$ cat config.mk
export PLATFORM = sky130hd
export DESIGN_NAME = gate_bist
export DESIGN_NICKNAME = d
export VERILOG_FILES = /design/src/rtl/gate_bist.sv
export SDC_FILE = /design/constraint.sdc
export NUM_CORES = 1
export LEC_CHECK = 0
export CAP_MARGIN = 20
export CORE_MARGIN = 2
export CORE_UTILIZATION = 50
export DETAILED_ROUTE_END_ITERATION = 6
export PLACE_DENSITY = 0.84
export SLEW_MARGIN = 15
export SYNTH_ARGS = -nofsm -noshare
export SYNTH_HDL_FRONTEND = slang
export SYNTH_SLANG_ARGS = --single-unit
$ cat constraint.sdc
create_clock -name clk -period 1.9 [get_ports clk]
set_input_delay 0.38 -clock clk [delete_from_list [all_inputs] [get_ports clk]]
set_output_delay 0.38 -clock clk [all_outputs]
set_load 0.05 [all_outputs]
$ cat src/rtl/gate_bist.sv
// Built-in self-test sequencer: walks every input vector through an external gate and checks it against TRUTH.
// Optional first-failure capture outputs are enabled with `define GATE_BIST_FAIL_CAPTURE_EN.
module gate_bist #(
    parameter int unsigned               N_IN   = 2,
    parameter logic [(1 << N_IN) - 1:0]  TRUTH  = 4'b1000,
    parameter int unsigned               SETTLE = 0
) (
    input  logic            clk,
    input  logic            reset_n,
    input  logic            start,
    output logic [N_IN-1:0] dut_in,
    input  logic            dut_out,
    output logic            busy,
    output logic            done,
    output logic            pass,
    output logic [N_IN:0]   err_count
`ifdef GATE_BIST_FAIL_CAPTURE_EN
    ,
    output logic            fail_valid,
    output logic [N_IN-1:0] first_fail
`endif
);

    typedef enum logic [1:0] {IDLE, RUN, DONE} state_t;

    localparam logic [N_IN-1:0] LAST_VEC = '1;
    localparam logic [3:0]      SETTLE_C = 4'(SETTLE);

    state_t          state, state_n;
    logic [N_IN-1:0] vec, vec_n;
    logic [3:0]      cnt, cnt_n;
    logic            busy_n, done_n, pass_n;
    logic [N_IN:0]   err_n;
    logic            mism;
`ifdef GATE_BIST_FAIL_CAPTURE_EN
    logic            fv_n;
    logic [N_IN-1:0] ff_n;
`endif

    always_ff @(posedge clk or negedge reset_n) begin
        if (!reset_n) begin
            state      <= IDLE;
            vec        <= '0;
            cnt        <= '0;
            busy       <= 1'b0;
            done       <= 1'b0;
            pass       <= 1'b0;
            err_count  <= '0;
`ifdef GATE_BIST_FAIL_CAPTURE_EN
            fail_valid <= 1'b0;
            first_fail <= '0;
`endif
        end else begin
            state      <= state_n;
            vec        <= vec_n;
            cnt        <= cnt_n;
            busy       <= busy_n;
            done       <= done_n;
            pass       <= pass_n;
            err_count  <= err_n;
`ifdef GATE_BIST_FAIL_CAPTURE_EN
            fail_valid <= fv_n;
            first_fail <= ff_n;
`endif
        end
    end

    always_comb begin
        state_n = state;
        vec_n   = vec;
        cnt_n   = cnt;
        busy_n  = busy;
        done_n  = done;
        pass_n  = pass;
        err_n   = err_count;
        mism    = 1'b0;
`ifdef GATE_BIST_FAIL_CAPTURE_EN
        fv_n    = fail_valid;
        ff_n    = first_fail;
`endif
        case (state)
            IDLE, DONE: begin
                if (start) begin
                    state_n = RUN;
                    vec_n   = '0;
                    cnt_n   = SETTLE_C;
                    busy_n  = 1'b1;
                    done_n  = 1'b0;
                    pass_n  = 1'b0;
                    err_n   = '0;
`ifdef GATE_BIST_FAIL_CAPTURE_EN
                    fv_n    = 1'b0;
                    ff_n    = '0;
`endif
                end
            end
            RUN: begin
                if (cnt != '0) begin
                    cnt_n = cnt - 1'b1;
                end else begin
                    mism = (dut_out != TRUTH[vec]);
                    if (mism) begin
                        err_n = err_count + 1'b1;
                    end
`ifdef GATE_BIST_FAIL_CAPTURE_EN
                    if (mism && !fail_valid) begin
                        fv_n = 1'b1;
                        ff_n = vec;
                    end
`endif
                    // pass is taken from the post-increment count so the final compare is included
                    if (vec == LAST_VEC) begin
                        state_n = DONE;
                        vec_n   = '0;
                        busy_n  = 1'b0;
                        done_n  = 1'b1;
                        pass_n  = (err_n == '0);
                    end else begin
                        vec_n = vec + 1'b1;
                        cnt_n = SETTLE_C;
                    end
                end
            end
            default: state_n = IDLE;
        endcase
    end

    assign dut_in = (state == RUN) ? vec : '0;

endmodule

# == Word-level counts from Yosys, hierarchy flattened ==
# Index checks and enable logic that the tools add are counted.
# totals
ff_bits,14
output_inout_bits,8
word_cells,60
# classes
add_sub_neg,3
n_lt_le_gt_ge,1
eq_ne,8
n_mux,32
n_reduce_logical,9
# op_table
operator,n
two-way mux 3 bit,5
two-way mux 2 bit,7
two-way mux 4 bit,3
two-way mux 1 bit,9
AND reduction 3 bit,3
one-hot mux 2 bit (2 select lines),2
one-hot mux 4 bit (2 select lines),1
"!= test 2 bit, second input constant",3
one-hot mux 1 bit (2 select lines),3
one-hot mux 3 bit (2 select lines),1
"== test 2 bit, second input constant",2
AND reduction 4 bit,1
nonzero test 4 bit,1
"subtractor 4 x 1 -> 4 bit, second input constant",1
"adder 3 x 1 -> 3 bit, second input constant",1
logical NOT 3 bit,1
"less-than comparator 2 x 3 -> 1 bit, second input constant",1
"!= test 3 bit, second input constant",1
"adder 2 x 1 -> 2 bit, second input constant",1
binary-select mux 1 bit (select 2 bit),1
"== test 2 x 1 -> 1 bit, second input constant",1
logical NOT 2 bit,1
nonzero test 2 bit,1
OR reduction 2 bit,1
!= test 1 bit,1

# == Depth between registers and ports, before layout ==
# depth
ltp_word,10
mapped_depth,6

# == Worst setup path before layout ==
# Ideal clock, no wire load.
# synth_timing
path_type,flip-flop to flip-flop
startpoint,reg vec[0]
endpoint,reg pass
arrival_ns,1.511
t_required_ns,1.812
path_slack_ns,0.300
stages_incl_launch_ff,6
n_path_buf,1
cell_sequence,dfrtp_1 ha_1 buf_2 xor2_1 or4_1 a41oi_1
# synth_between
elab_chain_cells,10
word_cells_on_any_way,13
# synth_rtl
item,line,source
from (decl),30,"logic [N_IN-1:0] vec, vec_n;"
from (signal assigned),55,vec <= vec_n;
binary-select mux 1 bit (select 2 bit),101,mism = (dut_out != TRUTH[vec]);
two-way mux 1 bit (implied by the code),101,
!= test 1 bit,101,
two-way mux 3 bit,102,if (mism) begin
two-way mux 3 bit,98,if (cnt != '0) begin
two-way mux 3 bit,81,case (state)
logical NOT 3 bit,117,pass_n = (err_n == '0);
two-way mux 1 bit,112,if (vec == LAST_VEC) begin
two-way mux 1 bit,98,
one-hot mux 1 bit (2 select lines),81,
to (signal assigned),59,pass <= pass_n;
to (decl),15,"output logic pass,"
# Parallel ways exist; a longest one is shown, timed or not. The select of a mux whose other input is x is not followed.
# A chain may end at the register's enable or synchronous reset.

# == Worst setup path in the final report ==
# layout_timing
startpoint,reg pass
endpoint,out pass
# No word-level cell between the ends.

==> results.json <==
{
  "ios": 12,
  "synth.cell_area_um2": 803,
  "yosysTopAreaCellShare_pct": 43.6,
  "synth_top_area_cell": "dfrtp_1",
  "post_cts_buffers": 0,
  "drtPass1Iterations": 4,
  "outcome": "finished, final reports clean",
  "htree_levels": 1,
  "fillers": 118,
  "relSlewSlack_pct": 59.6,
  "detail-route-antenna-nets": 0,
  "synthFlopType": "dfrtp_1",
  "r2r_cells": 5,
  "crit_path_end_kind": "primary output",
  "cp-start-kind": "register",
  "cts_made_buffers": 3,
  "vias": 663,
  "synthDistinctLibCells": 37,
  "synth-edff-count": 0,
  "cts_root_buf": "clkbuf_4",
  "yosysWarnings": 0,
  "grt_util_all_layers_pct": 18.9,
  "ys_seq_area_share_pct": 43.6,
  "hpwl_um": 1230,
  "final_layout_size_suffix_gt1_share_pct": 17.8,
  "vias_per_cell": 6.25,
  "setup_tns_ns": 0,
  "grt_pass1_wl_um": 2660,
  "syn_to_final_growth_pct": 21.0,
  "rsz0062_at_grt": "false",
  "cp_num_buf_inv": 1,
  "start_util_pct": 53.3,
  "critPathMaxFanout": 2,
  "multi_input_comb_area_um2": 419,
  "cts_sinks": 14,
  "reg2reg_from": "cnt[0]",
  "die_h_um": 44.1,
  "crit_chain": "clkdlybuf4s50_1",
  "hp-class": "in2async",
  "rows": 14,
  "slew_viol_final": 0,
  "clk_latency_ns": 0.28,
  "synth.area.top_cells": "dfrtp_1, ha_1, a2111oi_4",
  "powerDensity_nw_per_um2": 1790,
  "cts_tree": "built",
  "async_reset_ff_share_pct": 100,
  "cts_hold_buf": 0,
  "hold_viol": 0,
  "cp.required_ns": 1.52,
  "drt_iter0_drc": 14,
  "finalSetupViolations": 0,
  "overflow": 0,
  "cts_resized": 0,
  "whs_ns": 0.479,
  "critical_path_class": "reg2out",
  "slowest_delay_ns": 0.80,
  "period_needed_ns": 1.82,
  "cp_top_family": "buffers and inverters",
  "gp_congestion": 0.815,
  "ys_ff_latch": 14,
  "nets": 100,
  "avgRoutedWirePerCell_um": 15.3,
  "port_buffers": 11,
  "r2r_slack_ns": 0.13,
  "drcViolationCount": 0,
  "clkSlewWorstSetupHoldPaths_ns": 0.08,
  "grt_antenna_before_repair": 0,
  "finClkSkew_ns": 0.0101,
  "worstReg2RegEnd": "err_count[0]",
  "core_region_area_um2": 1510,
  "syn-num-nets": 85,
  "period_share_pct": 95.6,
  "ir_drop_uv": 882,
  "routed_wl_um": 1620,
  "drv_cap": 0,
  "tightest_slew_ns": 0.604,
  "cts_buffer_depth": 2,
  "die-area_um2": 1940,
  "seq_area_um2": 350,
  "arrival_ns": 1.44,
  "slowest_stage": "clkdlybuf4s50_1",
  "static-leakage-power_nw": 0.433,
  "diodes": 0,
  "max_freq_ghz": 0.551,
  "die_w_um": 44.1,
  "grt_pass1_vias": 638,
  "synthCells": 77,
  "grt_max_degree": 15,
  "avgSynthCellArea_um2": 10.4
}
-- logic make-up after synthesis --
kind of cell	share of synthesized area, %
AO/OA/AOI/OAI	18.1
buffers and inverters	4.20
multiplexers	1.40
flip-flops	43.6
XOR/XNOR	3.27
AND/OR/NAND/NOR	23.2
adder cells (fa/ha/maj)	6.23
-- report_power, final --
group          switching (W)  internal, W  total (W)
combinational       0.000624     0.000420    0.00104
clock              0.0000834    0.0000734   0.000157
sequential          0.000124     0.000416   0.000540
-- through the flow --
step / total power, W / instances / worst slack, ns / cell area [µm²] / utilization [%]
global placement: 0.00155 / 103 / 0.147 / 950 / 63.0
floorplan: 0.00126 / 77 / 0.300 / 803 / -
finish: 0.00174 / 106 / 0.0836 / 972 / 64.5
detailed placement: 0.00158 / 103 / 0.0952 / 950 / 63.0
global route: 0.00186 / 106 / 0.0376 / 972 / 64.5
CTS: 0.00175 / 106 / 0.0690 / 972 / 64.5
-- cells in the final DEF, fill, tap and decap left out, types with 2 or more instances in the layout --
| cell type | instances |
|---|---|
| nand3_1 | 2 |
| inv_1 | 4 |
| nor4_1 | 2 |
| a211o_1 | 2 |
| dfrtp_1 | 14 |
| nor2b_1 | 2 |
| buf_12 | 2 |
| nand4_1 | 2 |
| nand2b_1 | 3 |
| or4_1 | 2 |
| xnor2_1 | 2 |
| ha_1 | 4 |
| clkdlybuf4s50_1 | 6 |
| o21ai_0 | 2 |
| nor3_1 | 2 |
| nand4b_1 | 2 |
| and2_1 | 2 |
| a21oi_1 | 5 |
| buf_4 | 6 |
| clkbuf_4 | 3 |
| nand2_1 | 3 |
-- per-layer routing --
layer  share of wire [%]  GRT usage (%)  wire [µm]
met4                0.86           7.88         14
met1                  45           22.5        736
met2                  50           31.5        809
met5                   0              0          0
met3                 3.6           6.12         59
-- final cells by class --
| class | count | area share, % |
|---|---|---|
| Multi-Input combinational cell | 55 | 43.1 |
| Tap cell | 16 | 2.06 |
| Timing Repair Buffer | 14 | 14.9 |
| Inverter | 4 | 1.54 |
| Sequential cell | 14 | 36.0 |
| Clock buffer | 3 | 2.32 |
-- cells in the mapped netlist (all sizes together), types with 2 or more instances --
cell and number:
dfrtp 14, a21oi 5, ha 4, inv 4
buf 3, nand2 3, nand2b 3, a211o 2
and2 2, nand3 2, nand4 2, nand4b 2
nor2 2, nor2b 2, nor3 2, nor3b 2
nor4 2, o21ai 2, or4 2, xnor2 2
-- worst max path at each step --
stage	startpoint	end	slack, ns	cells after the start
after global placement	dut_out	pass	0.15	4
after detailed placement	dut_out	pass	0.1	4
after CTS	pass	pass	0.07	1
after floorplan	vec[0]	pass	0.30	5
final	pass	pass	0.08	1
after global routing	cnt[1]	err_count[2]	0.04	5
-- flip-flops by register name (all words and copies together) (netlist names) --
register and flops:
done 1, cnt 4, vec 2, pass 1, err_count 3, busy 1, state 2
No activity file was read; power rests on OpenSTA's default activity.
